==> src/rtl/cpu_pkg.sv <==
// Shared CPU definitions: sequencer phase states, opcode map and a legality check.
// The instruction decoder uses the same opcode constants.
package cpu_pkg;

  typedef enum logic [3:0] {
    S_FETCH = 4'b0001,
    S_EXEC1 = 4'b0010,
    S_EXEC2 = 4'b0100,
    S_HALT  = 4'b1000
  } state_t;

  localparam logic [3:0] OP_LDA = 4'b0000;
  localparam logic [3:0] OP_STA = 4'b0001;
  localparam logic [3:0] OP_ADD = 4'b0010;
  localparam logic [3:0] OP_SUB = 4'b0011;
  localparam logic [3:0] OP_JMP = 4'b0100;
  localparam logic [3:0] OP_JZ  = 4'b0101;
  localparam logic [3:0] OP_JN  = 4'b0110;
  localparam logic [3:0] OP_STP = 4'b0111;
  localparam logic [3:0] OP_LDI = 4'b1000;
  localparam logic [3:0] OP_SHL = 4'b1010;
  localparam logic [3:0] OP_ASR = 4'b1011;

  // 1001 and 11xx are unassigned and stop the core.
  function automatic logic is_legal_op(input logic [3:0] op);
    case (op)
      4'b1001, 4'b1100, 4'b1101, 4'b1110, 4'b1111: return 1'b0;
      default: return 1'b1;
    endcase
  endfunction

endpackage

==> src/rtl/edge_detect.sv <==
// Rising-edge detector: registers D and flags the cycle where it goes 0->1.
module edge_detect (
  input  logic CLK,
  input  logic RESETn,
  input  logic D,
  output logic RISE
);

  logic d_q;

  always_ff @(posedge CLK) begin
    if (!RESETn) d_q <= 1'b0;
    else         d_q <= D;
  end

  assign RISE = D & ~d_q;

endmodule

==> src/rtl/cpu_sequencer.sv <==
// CPU phase sequencer: FETCH/EXEC1/EXEC2 strobes, instruction register,
// halt on STP or illegal opcode, free-run / single-step, retired counter.
module cpu_sequencer
  import cpu_pkg::*;
#(
  parameter int OPCODE_W = 4,
  parameter int ADDR_W   = 12,
  parameter int COUNT_W  = 16
) (
  input  logic                       CLK,
  input  logic                       RESETn,
  input  logic                       RUN,
  input  logic                       STEP,
  input  logic [OPCODE_W+ADDR_W-1:0] MEM_Q,
  input  logic                       EXTRA,
  output logic                       FETCH,
  output logic                       EXEC1,
  output logic                       EXEC2,
  output logic [OPCODE_W-1:0]        IR,
  output logic [ADDR_W-1:0]          IR_ADDR,
  output logic                       HALTED,
  output logic                       ILLEGAL,
  output logic [COUNT_W-1:0]         INSTR_COUNT
);

  state_t state, state_nxt;
  logic   step_rise, step_pending, go;

  edge_detect u_step_edge (
    .CLK    (CLK),
    .RESETn (RESETn),
    .D      (STEP),
    .RISE   (step_rise)
  );

  assign go = RUN | step_pending;

  always_comb begin
    state_nxt = state;
    FETCH     = 1'b0;
    EXEC1     = 1'b0;
    EXEC2     = 1'b0;
    HALTED    = 1'b0;
    case (state)
      S_FETCH: if (go) begin
        FETCH     = 1'b1;
        state_nxt = S_EXEC1;
      end
      S_EXEC1: begin
        EXEC1 = 1'b1;
        if (IR == OP_STP || !is_legal_op(IR)) state_nxt = S_HALT;
        else if (EXTRA)                       state_nxt = S_EXEC2;
        else                                  state_nxt = S_FETCH;
      end
      S_EXEC2: begin
        EXEC2     = 1'b1;
        state_nxt = S_FETCH;
      end
      S_HALT:  HALTED = 1'b1;
      default: state_nxt = S_FETCH;
    endcase
  end

  always_ff @(posedge CLK) begin
    if (!RESETn) begin
      state        <= S_FETCH;
      IR           <= '0;
      IR_ADDR      <= '0;
      ILLEGAL      <= 1'b0;
      INSTR_COUNT  <= '0;
      step_pending <= 1'b0;
    end else begin
      state <= state_nxt;
      if (FETCH) begin
        IR          <= MEM_Q[OPCODE_W+ADDR_W-1:ADDR_W];
        IR_ADDR     <= MEM_Q[ADDR_W-1:0];
        INSTR_COUNT <= INSTR_COUNT + COUNT_W'(1);
      end
      if (EXEC1 && IR != OP_STP && !is_legal_op(IR)) ILLEGAL <= 1'b1;
      // A rise coinciding with a taken fetch re-arms for the next instruction.
      if (state != S_HALT) begin
        if (FETCH)          step_pending <= step_rise;
        else if (step_rise) step_pending <= 1'b1;
      end
    end
  end

endmodule

==> config.mk <==
export PLATFORM = sky130hd
export DESIGN_NAME = cpu_sequencer
export DESIGN_NICKNAME = d
export VERILOG_FILES = /design/src/rtl/cpu_pkg.sv /design/src/rtl/edge_detect.sv /design/src/rtl/cpu_sequencer.sv
export SDC_FILE = /design/constraint.sdc
export NUM_CORES = 1
export LEC_CHECK = 0
export ABC_AREA = 1
export CAP_MARGIN = 20
export CORE_UTILIZATION = 25
export CTS_CLUSTER_SIZE = 20
export DETAILED_ROUTE_END_ITERATION = 10
export HOLD_SLACK_MARGIN = 0.12
export PLACE_DENSITY = 0.55
export SLEW_MARGIN = 20
export SYNTH_ARGS = -nofsm -noshare
export SYNTH_HDL_FRONTEND = slang
export SYNTH_SLANG_ARGS = --single-unit
==> constraint.sdc <==
create_clock -name CLK -period 3.5 [get_ports CLK]
set_input_delay 0.35 -clock CLK [delete_from_list [all_inputs] [get_ports CLK]]
set_output_delay 0.35 -clock CLK [all_outputs]
set_load 0.05 [all_outputs]
* After elaboration in Yosys (flattened, before gate mapping)
Cells that the tools add are included.
Widths: inputs -> output; s select.
** Cells by class
- Bitwise gates (word level) :: 4
- Add/sub/neg operators :: 1
- Reduce and logical (&&, ||, !) cells :: 9
- Equality and inequality tests :: 13
- Muxes and demuxes :: 14
** Operators by type and width (number)
- $eq 4x4->1 const B :: 6
- $add 16x1->16 const B :: 1
- $pmux 4 s3 :: 1
- $mux 1 :: 10
- $eq 4x3->1 const B :: 2
- $mux 4 :: 2
- $reduce_or 5->1 :: 1
- $eq 4x1->1 const B :: 1
- $eq 4x2->1 const B :: 1
- $ne 4x3->1 const B :: 1
- $ne 4x4->1 const B :: 1
- $reduce_and 2->1 :: 2
- $mux 3 :: 1
- $logic_and 1x1->1 :: 2
- $logic_not 1->1 :: 2
- $ne 2x2->1 const B :: 1
- $not 1->1 :: 2
- $reduce_bool 2->1 :: 1
- $and 1x1->1 :: 1
- $logic_or 1x1->1 :: 1
- $or 1x1->1 :: 1
** Storage, ports and cells
- Input bits :: 21
- Flip-flop bits (word level) :: 39
- Logic and storage cells :: 48

* Longest topological paths before layout
- Word-level depth :: 8
- Depth in mapped cells :: 9
- Mapped depth without buffers :: 9

* Cells and area by module
From an unflattened synthesis, not the netlist that was laid out.
** Unflattened totals
- Cell total of the unflattened synthesis :: 243
- Area, all modules :: 1717.9 um2
** By module, submodules not included
- cpu_sequencer :: instances 1, cells each 238, area an instance 1680.4 um2, seq. area each 760.7 um2
- edge_detect :: instances 1, cells each 5, area an instance 37.5 um2, seq. area each 20.0 um2

* Worst setup path after synthesis
OpenSTA, ideal clock, no wires.
- Path type :: reg-to-output
- Start :: register state[1]
- End :: output port EXEC2
- Buffers on the path :: 0
- Slack :: 1270 ps
- Data arrival time :: 1880 ps
- Required time :: 3150 ps
- Stages on the path, launching flop included :: 2
- Cells stage by stage :: dfxtp_1 > nor4_1
** Between the ends
- Word-level cells in the longest chain between the ends :: 2
** Ends and longest elaborated chain
- start, declared :: RTL line cpu_sequencer.sv:26 : state_t state, state_nxt;
- start signal, assigned :: RTL line cpu_sequencer.sv:73 : state <= state_nxt;
- $eq 4x3->1 :: RTL line cpu_sequencer.sv:44 : case (state)
- $mux 1 :: RTL line cpu_sequencer.sv:44
- end, declared :: RTL line cpu_sequencer.sv:18 : output logic EXEC2,
Every way passes these cells.

* Final worst setup path
- Start :: input port RUN
- End :: output port FETCH
** Between the ends
- Word-level cells in the longest chain between the ends :: 3
** Ends and longest elaborated chain
- start, declared :: RTL line cpu_sequencer.sv:12 : input logic RUN,
- $or 1x1->1 :: RTL line cpu_sequencer.sv:36 : assign go = RUN | step_pending;
- $mux 1 :: RTL line cpu_sequencer.sv:45 : S_FETCH: if (go) begin
- $mux 1 :: RTL line cpu_sequencer.sv:44
- end, declared :: RTL line cpu_sequencer.sv:16 : output logic FETCH,
Every way passes these cells.

==> impl_metrics.tcl <==
set metrics [dict create \
    fin_crit_sh 0.713 \
    finalHoldViolCount 0 \
    worst_slack_ns 1.00 \
    netlist.area_leader.share 0.455 \
    synth.cell_area_sq_um 1720 \
    holdWs_ns 0.470 \
    worst_ir_drop_vdd_v 0.000126 \
    first_pass_grt_wire_length_um 6980 \
    share_seq_of_total_power 0.457 \
    cts_tree "yes" \
    clock_path_buffers 2 \
    muxShareOfSynthArea 0 \
    die-height_um 84.9 \
    post_cts_setup_buffer_count 0 \
    path_max_fanout 17 \
    ctsRootBufferMaster "sky130_fd_sc_hd__clkbuf_8" \
    clkLatencyLatePin_ns 0.29 \
    synthToLayoutAreaGrowth_pct 42.1 \
    worstPathBufferInverterCount 4 \
    syn_area_per_cell_sq_um 7.01 \
    drt_wl_total_um 4200 \
    power.switching_mw 0.371 \
    detail_route.wl_per_cell_um 11.0 \
    synth_warnings 0 \
    drv.max_cap_violation_count 0 \
    switching_part_of_the_total_power 0.343 \
    required_time_at_the_endpoint_of_the_critical_path_ns 3.15 \
    synth_simple_gate_area_frac 0.334 \
    finalCriticalPeriod_ns 2.50 \
    hold_path_class "register to register" \
    slowest_stage_cell_on_the_critical_path "sky130_fd_sc_hd__clkdlybuf4s50_1" \
    rsz_0062_raised_after_global_routing "no" \
    synth_adder_area_share 0.00729 \
    dp.final_hpwl_um 2970 \
    via_count_of_the_first_global_routing_pass 1525 \
    grt_max_degree 28 \
    max_clk_rate_mhz 401 \
    critPathLaunchType "input pin" \
    timing.critical_path.arrival_ns 2.15 \
    ys.flop_type "sky130_fd_sc_hd__dfxtp_1" \
    final_nets 325 \
    p_int_mw 0.711 \
    final_max_slew_violation_count 0 \
    post-synth-top-area-cell "sky130_fd_sc_hd__dfxtp_1" \
    violations_in_the_final_reports "DRC" \
    grt_antenna_before_repair 0 \
    final_cell_count_no_fill 381 \
    area_fraction_in_compound_gates_after_synthesis 0.104 \
    run_status "complete, but fails checks" \
    overflow 0 \
    synth.yosys.seq_area_share 0.455 \
    antenna_cells_inserted 0 \
    synth.net_count 267 \
    dr_vias_cell 4.38 \
    place_inst 373 \
    tritoncts.num_buffers 5 \
    cp_cell_sequence "clkdlybuf4s50_1, inv_1, nand2_1, nand3_4, inv_2, clkdlybuf4s50_1" \
    clock_sink_count 39 \
    routability_congestion_estimate 0.778 \
    post-route-cell-area_sq_um 2440 \
    setup_viol 0 \
    cts_max_level 2 \
    yosys_register_bits 39 \
    timing.critical_path.max_delay_family "buffers and inverters" \
    relSlewSlack 0.560 \
    dr.first_iter.drc_count 77 \
    floorplan.die.width_um 84.9 \
    skew_ns 0.00551 \
    cts_hold_buf 0 \
    timing.setup.tns_ns 0 \
    core_area_sq_um 6490 \
    yosys.cell_types.count 24 \
    crit_top_cell "sky130_fd_sc_hd__clkdlybuf4s50_1" \
    p_leak_nw 0.980 \
    ioPinCount 58 \
    setup.worst_path.class "input pin to output pin" \
    clk_transition_reported_paths_ns 0.07 \
    postSynthCellCount 245 \
    pwr_cell_area_nw_per_um2 444 \
    core.rowCount 29 \
    critical-path-max-stage-delay_ns 0.86 \
    post_place_setup_slack_ns 0.974 \
    final_layout_size_suffix_gt1_frac 0.0592 \
    pwr-share-clk 0.278 \
    initial_core_utilization 0.264 \
    post_synth_main_area_contributors "sky130_fd_sc_hd__dfxtp_1, sky130_fd_sc_hd__nand2_1, sky130_fd_sc_hd__a21oi_1" \
    tightestPinTransition_ns 0.659 \
    critical_path_end_type "output pin" \
    fp.dieArea_sq_um 7200 \
    placed_area_sq_um 2350 \
    route.antenna.remaining_nets 0 \
    combinationalPowerShare 0.265 \
    cts_repair_resize_count 0 \
    number_of_enable_type_register_cells_in_the_synthesized_netlist 0 \
    synth_top_family_by_area "simple AND/OR/NAND/NOR gates" \
    xor_and_xnor_fraction_of_the_mapped_netlist_area 0 \
    share_of_flip_flops_with_an_asynchronous_set_or_reset_after_synthesis 0 \
    drc 3 \
    port_buffers 57 \
    grtUsageTotal 0.122 \
    first_pass_iters 9 \
    routed_via_count 1669 \
]
==> layer usage <==
layer	vias to the layer above	global-route usage	routed length (um)
met2	31	0.198	1940
met1	748	0.158	2040
met5	-	0	0
li1	886	-	-
met4	0	0.0462	64
met3	4	0.0302	157
==> flip-flops by register name (all words and copies together), names as in the netlist <==
signal / cells
INSTR_COUNT: 16
step_pending: 1
u_step_edge.d_q: 1
IR: 4
ILLEGAL: 1
IR_ADDR: 12
state: 4
==> through the flow <==
step	power, mW	util
global route	1.14	0.376
global placement	0.793	0.362
detailed placement	0.795	0.362
CTS	1.10	0.376
floorplan	0.696	-
finish	1.08	0.376
==> cells in the final DEF (no fill, tap or decap), drive strengths merged <==
| cell type | instances |
|---|---|
| nand2 | 74 |
| clkdlybuf4s50 | 57 |
| dfxtp | 39 |
| inv | 33 |
| a21oi | 28 |
| nor2 | 27 |
| nand3 | 15 |
| nand4 | 5 |
| nor3 | 5 |
| clkbuf | 5 |
| o21ai | 5 |
| clkinvlp | 2 |
| buf | 2 |
| nor4 | 1 |
| a31oi | 1 |
| nand3b | 1 |
| o21a | 1 |
| and3 | 1 |
| ha | 1 |
| clkinv | 1 |
==> cell families (layout without fill, tap and decap cells) <==
family	count (synthesis)	count (layout)
flops	39	39
compound gates	35	35
simple gates	129	129
fa+ha+maj	1	1
buf+inv	41	100
==> Yosys cell counts, types with 2 or more instances <==
master	number
sky130_fd_sc_hd__dfxtp_1	39
sky130_fd_sc_hd__nor3_1	5
sky130_fd_sc_hd__clkbuf_1	4
sky130_fd_sc_hd__o21ai_0	4
sky130_fd_sc_hd__inv_2	2
sky130_fd_sc_hd__nand3_1	13
sky130_fd_sc_hd__nand2_1	74
sky130_fd_sc_hd__buf_6	2
sky130_fd_sc_hd__nor2_1	23
sky130_fd_sc_hd__a21oi_1	28
sky130_fd_sc_hd__nand4_1	5
sky130_fd_sc_hd__nor2_4	3
sky130_fd_sc_hd__buf_2	2
sky130_fd_sc_hd__inv_1	31
==> path summary, 6_finish.rpt <==
| kind | start | to | slack, ns | cells after the start |
|---|---|---|---|---|
| max | RUN | FETCH | 1.00 | 6 |
| min | IR_ADDR[5] | IR_ADDR[5] | 0.47 | 2 |
| max reg2reg | state[0] | INSTR_COUNT[7] | 1.96 | 8 |
| min reg2reg | IR_ADDR[5] | IR_ADDR[5] | 0.47 | 2 |
==> worst reg2reg max path, delay by kind of cell, from the launching register on <==
kind | cells | cell delay (ns)
simple gates | 5 | 0.62
flops | 1 | 0.38
buf+inv | 2 | 0.31
compound gates | 1 | 0.13
==> power by group through the flow <==
stage | combinational, mW | clock (mW) | sequential, mW
3_5_place_dp | 0.290 | 0 | 0.505
3_3_place_gp | 0.289 | 0 | 0.505
2_1_floorplan | 0.109 | 0 | 0.587
4_1_cts | 0.291 | 0.317 | 0.495
6_report | 0.286 | 0.301 | 0.495
5_1_grt | 0.312 | 0.333 | 0.499
==> final cells by class <==
type,instances,area [sq um]
inverter,33,124
timing repair buffer,59,586
tap,77,96.3
clock buffer,5,68.8
multi-input combinational,165,764
fill,696,4060
clock inverter,3,20.0
sequential,39,781
Power figures use the tool's default switching activity.
